[config.mk]
export PLATFORM = sky130hd
export DESIGN_NAME = pe_mac_controller
export DESIGN_NICKNAME = d
export VERILOG_FILES = /design/src/rtl/pe_mac_controller.sv
export SDC_FILE = /design/constraint.sdc
export NUM_CORES = 1
export LEC_CHECK = 0
export CAP_MARGIN = 25
export CORE_MARGIN = 5
export CORE_UTILIZATION = 44
export CTS_CLUSTER_DIAMETER = 120
export DETAILED_ROUTE_END_ITERATION = 6
export GPL_TIMING_DRIVEN = 0
export PLACE_DENSITY = 0.78
export SLEW_MARGIN = 10
export SYNTH_ARGS = -nofsm -noshare
export SYNTH_HDL_FRONTEND = slang
export SYNTH_SLANG_ARGS = --single-unit
[constraint.sdc]
create_clock -name clk -period 4.1 [get_ports clk]
set_clock_uncertainty 0.15 [all_clocks]
set_input_delay 0.82 -clock clk [delete_from_list [all_inputs] [get_ports clk]]
set_output_delay 0.82 -clock clk [all_outputs]
set_load 0.05 [all_outputs]
[src/rtl/pe_mac_controller.sv]
// Job sequencer for a single registered-multiplier PE: streams len ifm/wgt pairs
// into the PE and folds the returned products into a saturating signed accumulator.
module pe_mac_controller #(
    parameter int INPUT_IFM_WIDTH = 8,
    parameter int INPUT_WGT_WIDTH = 8,
    parameter int OUTPUT_WIDTH    = 16,
    parameter int ACC_WIDTH       = 24,
    parameter int MAX_LEN         = 256,
    parameter int LEN_WIDTH       = $clog2(MAX_LEN + 1)
) (
    input  logic                        clk,
    input  logic                        rst,
    input  logic                        start,
    input  logic [LEN_WIDTH-1:0]        len,
    output logic                        busy,
    input  logic                        in_valid,
    output logic                        in_ready,
    input  logic [INPUT_IFM_WIDTH-1:0]  in_ifm,
    input  logic [INPUT_WGT_WIDTH-1:0]  in_wgt,
    output logic [INPUT_IFM_WIDTH-1:0]  pe_ifm,
    output logic [INPUT_WGT_WIDTH-1:0]  pe_wgt,
    input  logic [OUTPUT_WIDTH-1:0]     pe_product,
    output logic                        out_valid,
    input  logic                        out_ready,
    output logic [ACC_WIDTH-1:0]        out_acc,
    output logic                        out_sat
);

    typedef enum logic [1:0] {
        S_IDLE  = 2'd0,
        S_RUN   = 2'd1,
        S_DRAIN = 2'd2,
        S_DONE  = 2'd3
    } state_t;

    state_t                 r_state;
    logic [LEN_WIDTH-1:0]   r_remaining;
    logic                   r_issue_d;
    logic [ACC_WIDTH-1:0]   r_acc;
    logic                   r_sat;

    logic                   w_fire;
    logic [LEN_WIDTH-1:0]   w_len_clamped;
    logic [ACC_WIDTH:0]     w_prod_ext;
    logic [ACC_WIDTH:0]     w_sum;
    logic                   w_ovf_pos;
    logic                   w_ovf_neg;
    logic [ACC_WIDTH-1:0]   w_acc_sat;

    localparam logic [LEN_WIDTH-1:0] LP_MAX_LEN = LEN_WIDTH'(MAX_LEN);
    localparam logic [ACC_WIDTH-1:0] LP_ACC_MAX = {1'b0, {(ACC_WIDTH-1){1'b1}}};
    localparam logic [ACC_WIDTH-1:0] LP_ACC_MIN = {1'b1, {(ACC_WIDTH-1){1'b0}}};

    assign in_ready  = (r_state == S_RUN);
    assign busy      = (r_state != S_IDLE);
    assign out_valid = (r_state == S_DONE);
    assign out_acc   = r_acc;
    assign out_sat   = r_sat;

    assign w_fire = in_valid && in_ready;

    // Gate operands to zero outside an accepted pair so the PE never sees stale or X data.
    assign pe_ifm = w_fire ? in_ifm : '0;
    assign pe_wgt = w_fire ? in_wgt : '0;

    assign w_len_clamped = (len > LP_MAX_LEN) ? LP_MAX_LEN : len;

    // One guard bit above the accumulator: overflow shows as disagreement of the top two bits.
    assign w_prod_ext = {{(ACC_WIDTH + 1 - OUTPUT_WIDTH){pe_product[OUTPUT_WIDTH-1]}}, pe_product};
    assign w_sum      = {r_acc[ACC_WIDTH-1], r_acc} + w_prod_ext;
    assign w_ovf_pos  = ~w_sum[ACC_WIDTH] &  w_sum[ACC_WIDTH-1];
    assign w_ovf_neg  =  w_sum[ACC_WIDTH] & ~w_sum[ACC_WIDTH-1];
    assign w_acc_sat  = w_ovf_pos ? LP_ACC_MAX :
                        w_ovf_neg ? LP_ACC_MIN : w_sum[ACC_WIDTH-1:0];

    always_ff @(posedge clk) begin
        if (rst) begin
            r_state     <= S_IDLE;
            r_remaining <= '0;
            r_issue_d   <= 1'b0;
            r_acc       <= '0;
            r_sat       <= 1'b0;
        end else begin
            r_issue_d <= w_fire;

            if (r_issue_d) begin
                r_acc <= w_acc_sat;
                if (w_ovf_pos || w_ovf_neg) begin
                    r_sat <= 1'b1;
                end
            end

            case (r_state)
                S_IDLE: begin
                    // Job start clears the result; overrides the accumulate above.
                    if (start) begin
                        r_acc       <= '0;
                        r_sat       <= 1'b0;
                        r_remaining <= w_len_clamped;
                        r_state     <= (w_len_clamped == '0) ? S_DONE : S_RUN;
                    end
                end
                S_RUN: begin
                    if (w_fire) begin
                        r_remaining <= r_remaining - 1'b1;
                        if (r_remaining == LEN_WIDTH'(1)) begin
                            r_state <= S_DRAIN;
                        end
                    end
                end
                S_DRAIN: begin
                    r_state <= S_DONE;
                end
                S_DONE: begin
                    if (out_ready) begin
                        r_state <= S_IDLE;
                    end
                end
                default: begin
                    r_state <= S_IDLE;
                end
            endcase
        end
    end

endmodule

==> results of run 1 <==
[cell type report]
class	instances	area, um2	share of cell area
clock inverter	2	10.0	0.00230
multi-input combinational	325	2310	0.532
inverter	18	67.6	0.0156
clock buffer	6	72.6	0.0167
sequential	37	741	0.171
buffer	12	55.1	0.0127
tap	80	100	0.0230
timing repair buffer	102	987	0.227
[kinds of logic after synthesis]
logic type,Yosys count,synth area share
compound gates,148,0.313
simple gates,119,0.197
flops,37,0.243
fa+ha+maj,34,0.142
buf+inv,31,0.0381
xor+xnor,21,0.0603
mux,2,0.00656
[stage by stage]
stage	utilization	setup slack (ps)	instances	TNS [ps]
CTS	0.632	16.3	577	0
detailed placement	0.598	-1060	561	-20460
floorplan	-	163	392	0
finish	0.643	119	582	0
global placement	0.598	-1020	561	-20080
global route	0.643	-42.3	582	-256
[per-layer routing]
metal	track usage	vias to the layer above	part of all wire	routed length, um
met5	0	-	0	0
met2	0.370	151	0.47	4490
met3	0.0515	19	0.084	799
met4	0.0672	0	0.020	187
li1	-	1680	-	-
met1	0.265	1593	0.42	4010
[placed cells by master, fill, tap and decap left out, types with 4 or more instances in the layout]
master	instances
clkdlybuf4s50_1	85
a21oi_1	41
nor2_1	39
o21ai_0	37
dfxtp_1	37
ha_1	28
nand2_1	23
inv_1	18
and3_1	16
xnor2_1	13
buf_4	13
clkbuf_1	12
a211oi_1	12
a21o_1	10
a31oi_1	9
xor2_1	8
nand2b_1	6
clkbuf_8	6
nor4_1	5
nand3_1	4
o211a_1	4
nor3_1	4
ha_4	4
[worst max-delay path: cells and delay by family]
kind	cells	cell delay, ps
and+or+nand+nor	3	400
adders and majority gates	3	810
AOI/OAI and AO/OA	7	1410
buffers and inverters	3	610
[registers in the layout, summed over array words and instances (netlist names)]
signal / count
out_acc: 24
r_remaining: 9
r_state: 2
out_sat: 1
r_issue_d: 1
[report_power, final]
| part | switching, mW | total (mW) | internal, mW |
|---|---|---|---|
| sequential | 0.0728 | 0.504 | 0.431 |
| clock | 0.143 | 0.261 | 0.118 |
| combinational | 0.771 | 1.25 | 0.483 |
[worst paths after layout]
path / start / to / slack (ps) / depth (start not counted)
worst max-delay path: pe_product[0] / out_acc[22] / 120 / 16
worst max register to register: out_acc[4] / out_acc[22] / 620 / 14
worst min register to register: out_acc[0] / out_acc[0] / 360 / 2
worst min-delay path: out_acc[0] / out_acc[0] / 360 / 2
[timing repair]
| item | CTS | global route |
|---|---|---|
| buffers inserted | 7 | 5 |
| resized for setup | 17 | 13 |
| endpoints found under the setup margin | 23 | 23 |
| pin swaps | 8 | 9 |
| gates cloned | 1 | 0 |
| hold endpoints to repair | 0 | 0 |
==> results.py, run 1 <==
metrics = {
    "run_status": {
        "outcome": "completed",
    },
    "detailed_routing": {
        "viasPerCell": 5.92,
        "drt_first_pass_iters": 5,
        "route.detailed.drc": 0,
        "drt_iter0_markers": 205,
        "ant_nets": 0,
        "post_drt_wl_per_cell_um": 16.3,
        "wl_um": 9490,
        "vias": 3443,
    },
    "grt": {
        "antenna_found_initial": 0,
        "grt_start_max_net_pins": 12,
        "grtUsageTotal": 0.216,
        "grt_pass1_wl_um": 15500,
        "grt_pass1_vias": 3374,
        "gr-total-overflow": 0,
    },
    "logic_synthesis": {
        "syn_avg_cell_area_um2": 7.78,
        "yosys.area.top_type": "dfxtp_1",
        "synth_edf_count": 0,
        "yosys_warnings": 0,
        "syn-num-nets": 472,
        "ys_ff_latch": 37,
        "yosysMostFrequentCell": "a21oi_1",
        "yosys-top-cells-count": "a21oi_1 (43), o21ai_0 (40), nor2_1 (39)",
        "yosysSeqAreaShare": 0.243,
        "syn_area_mm2": 0.00305,
        "synth_area_leaders": "dfxtp_1 (24%), ha_1 (14%), a21oi_1 (7.1%), o21ai_0 (6.6%), nor2_1 (4.8%)",
        "syn_inst": 392,
        "ys.flop_type": "dfxtp_1",
        "async_flop_share": 0,
        "yosys.cell_types.count": 54,
        "yosys.area.top_type_share": 0.243,
    },
    "final_layout": {
        "drive_above_1_share": 0.0876,
        "area_delta_synth_final_pct": 42.4,
        "fill_cells": 590,
        "antenna-diode-count": 0,
        "final_area_mm2": 0.00434,
        "nets": 581,
    },
    "power": {
        "leakage_nw": 1.87,
        "p_per_area_mw_per_mm2": 465,
        "total_power_mw": 2.02,
        "ir_drop_mv": 0.296,
    },
    "cts": {
        "cts_tree": "built",
        "holdBufCountCts": 0,
        "path_clk_slew_ps": 80,
        "worst_skew_pair.late_latency_ps": 290,
        "cts_root_buf": "clkbuf_8",
        "numCtsBuffers": 5,
        "clkSinkCount": 37,
        "clock_path_buffers": 2,
        "h-tree-depth": 2,
    },
    "sta": {
        "period_needed_ps": 3980,
        "setup_viol_count_final": 0,
        "drv_slew": 0,
        "holdWs_ps": 361,
        "fmax_mhz": 251,
        "hold_violations": 0,
        "period_share": 0.971,
        "relSlewSlack": 0.577,
        "worstMarginPinSlew_ps": 635,
    },
    "floorplanning": {
        "die_height_um": 93.3,
        "floorplan.rows": 30,
        "ios": 90,
        "dieWidth_um": 93.3,
        "initial_core_util": 0.451,
        "die_area_mm2": 0.00870,
        "coreArea_mm2": 0.00676,
    },
    "placed_design": {
        "place_hpwl_um": 6890,
        "gp_congestion": 0.894,
        "port_buffers": 89,
        "post_dp_cell_area_mm2": 0.00404,
    },
    "setup_path": {
        "slowest_delay_ps": 460,
        "slowest_stage": "clkdlybuf4s50_1",
        "worstPathArrival_ps": 4060,
        "start_kind": "primary input",
        "path_cells": "clkdlybuf4s50_1, ha_1, inv_1, fa_1, nor2b_2, o2111ai_1, nand3_1, a21o_1, a21oi_1, o41a_1, inv_1, ha_2, nor2b_4, a21oi_4, o21ai_0, a21oi_1",
        "path_class": "primary input to flip-flop",
        "cp-end-kind": "flip-flop",
        "crit_path_max_fanout": 5,
        "cp.required_ps": 4180,
    },
    "flow_run": {
        "drv_cap": 0,
    },
    "worst_hold_path": {
        "hold_class": "flip-flop to flip-flop",
    },
}
Note: power is estimated with default switching activity, not from simulation.
==> run 2, diff against run 1 <==
- ABC_CLOCK_PERIOD_IN_PS: unset -> 4100
==> results of run 2 <==
The final DEF is identical to that of run 1; final timing and power are the same.
==> run 3, diff against run 2 <==
- ABC_CLOCK_PERIOD_IN_PS: 4100 -> 3850
- CORE_UTILIZATION: 44 -> 48
- PLACE_DENSITY: 0.78 -> 0.81
- clock period: 4.1 -> 3.85 ns (I/O delays scaled with it)
==> run 3 against run 2 <==
Against the previous run:
- power rose by 17%
- cell area rose by 6.1%
- clock power rose by 44%
- flip-flop and latch count unchanged
==> results.py, run 3 (synthesized netlist as in run 1, its figures left out) <==
metrics = {
    "worst_hold_path": {
        "hold_class": "flip-flop to flip-flop",
        "hold_start": "out_sat",
    },
    "final_layout": {
        "antenna-diode-count": 0,
        "area_delta_synth_final_pct": 51.0,
        "fill_cells": 442,
        "mostFrequentLayoutCell": "clkdlybuf4s50_1",
        "largest_reg_flops": 24,
        "final_area_mm2": 0.00461,
        "final_cells": 582,
        "drive_above_1_share": 0.145,
        "mostFrequentLayoutCells": "clkdlybuf4s50_1 (74), a21oi_1 (38), o21ai_0 (38), nor2_1 (38), dfxtp_1 (37)",
        "nets": 584,
    },
    "cts": {
        "cts_root_buf": "clkbuf_8",
        "h-tree-depth": 2,
        "worst_skew_pair.late_latency_ps": 310,
        "numCtsBuffers": 5,
        "clock_path_buffers": 2,
        "cts_tree": "built",
        "path_clk_slew_ps": 80,
        "clkSinkCount": 37,
    },
    "power": {
        "pwr-share-clk": 0.160,
        "p_sw_mw": 1.13,
        "p_per_area_mw_per_mm2": 512,
        "power.share.combinational": 0.611,
        "power.share.switching": 0.478,
        "ir_drop_mv": 0.504,
        "leakage_nw": 2.01,
        "pwr-share-seq": 0.230,
        "p_int_mw": 1.23,
    },
    "sta": {
        "fmax_mhz": 264,
        "worstMarginPinSlew_ps": 1020,
        "final.setup.worst_slack_ps": 63.9,
        "fin_setup_tns_ps": 0,
        "relSlewSlack": 0.320,
        "period_needed_ps": 3790,
        "drv_slew": 0,
        "period_share": 0.983,
        "setup_viol_count_final": 0,
        "holdWs_ps": 374,
        "hold_violations": 0,
    },
    "flow_run": {
        "drv_cap": 0,
    },
    "setup_path": {
        "cp-end-kind": "flip-flop",
        "path_class": "primary input to flip-flop",
        "cp.required_ps": 3880,
        "start_kind": "primary input",
        "crit_path_max_fanout": 7,
        "timing.rr.start": "out_acc[4]",
        "worstPathArrival_ps": 3820,
        "startpoint": "pe_product[8]",
    },
    "floorplanning": {
        "ios": 90,
        "die_height_um": 89.7,
        "coreArea_mm2": 0.00628,
        "die_area_mm2": 0.00805,
        "initial_core_util": 0.486,
        "dieWidth_um": 89.7,
        "floorplan.rows": 29,
    },
    "grt": {
        "grt_pass1_wl_um": 16100,
        "grt_start_max_net_pins": 13,
        "grt_pass1_vias": 3459,
        "gr-total-overflow": 0,
        "antenna_found_initial": 0,
        "grtUsageTotal": 0.234,
    },
    "detailed_routing": {
        "drt_iter0_markers": 296,
        "drt_first_pass_iters": 7,
        "vias": 3663,
        "viasPerCell": 6.29,
        "wl_um": 11000,
        "ant_nets": 0,
        "post_drt_wl_per_cell_um": 18.8,
        "route.detailed.drc": 0,
    },
    "placed_design": {
        "dpl.cell_count": 558,
        "pre_cts_slack_ps": -1280,
        "gp_congestion": 0.857,
        "port_buffers": 89,
        "post_dp_cell_area_mm2": 0.00404,
        "place_hpwl_um": 6910,
    },
    "run_status": {
        "outcome": "completed",
    },
}
==> run 3: cell types whose count changed in the layout (fill, tap and decap cells not counted), moves of 3 or more <==
cell / change
ha_1: -12
clkdlybuf4s50_1: -11
ha_4: +8
dlymetal6s2s_1: +7
ha_2: +4
a21oi_1: -3
==> run 3: cell type report <==
type | instances | area, um2 | area share
Multi-Input combinational cell | 325 | 2480 | 0.538
Buffer | 12 | 56.3 | 0.0122
Clock buffer | 6 | 82.6 | 0.0179
Timing Repair Buffer | 105 | 1040 | 0.226
Sequential cell | 37 | 741 | 0.161
Tap cell | 77 | 96.3 | 0.0209
Clock inverter | 2 | 37.5 | 0.00815
Inverter | 18 | 71.3 | 0.0155
==> run 3: path summary, 6_finish.rpt <==
kind                                    to  slack [ps]  cells past startpoint
worst max-delay path            out_acc[1]          60                     16
worst min-delay path               out_sat         370                      2
worst max register to register  out_acc[1]         260                     15
worst min register to register     out_sat         370                      2
==> run 3: worst max-delay path: stages <==
cell	delay, ps
dlygate4sd2_1	270
ha_4	240
a21o_1	190
a21o_1	200
a211oi_2	200
a211oi_1	80
nand3b_4	180
or3_4	390
a221oi_4	340
xnor2_2	110
ha_2	210
nor2b_4	260
buf_8	160
o21ai_0	80
o21ai_0	70
nor2_1	60
==> run 3: through the flow <==
step	utilization	power (mW)
5_1_grt	0.734	2.49
3_5_place_dp	0.643	1.80
3_3_place_gp	0.643	1.77
2_1_floorplan	-	1.44
6_report	0.734	2.36
4_1_cts	0.692	2.23
==> run 3: metal layers <==
layer	GRT usage	up-vias	wire length [um]
met3	0.0651	54	1050
li1	-	1688	-
met4	0.0894	0	476
met1	0.266	1675	4150
met5	0	-	0
met2	0.411	246	5290
==> run 3: timing repair <==
item | 4_1_cts | 5_1_grt
gates resized for setup | 32 | 47
pin swaps | 13 | 19
buffers inserted | 8 | 8
hold buffers | 0 | 0
setup endpoints to repair | 24 | 26
gates cloned | 1 | 0
==> run 3: power by group through the flow <==
stage	Clock, mW	Sequential, mW	Combinational, mW
global placement	0	0.536	1.24
global route	0.391	0.551	1.55
CTS	0.372	0.534	1.33
finish	0.377	0.542	1.44
floorplan	0	0.611	0.828
detailed placement	0	0.539	1.27
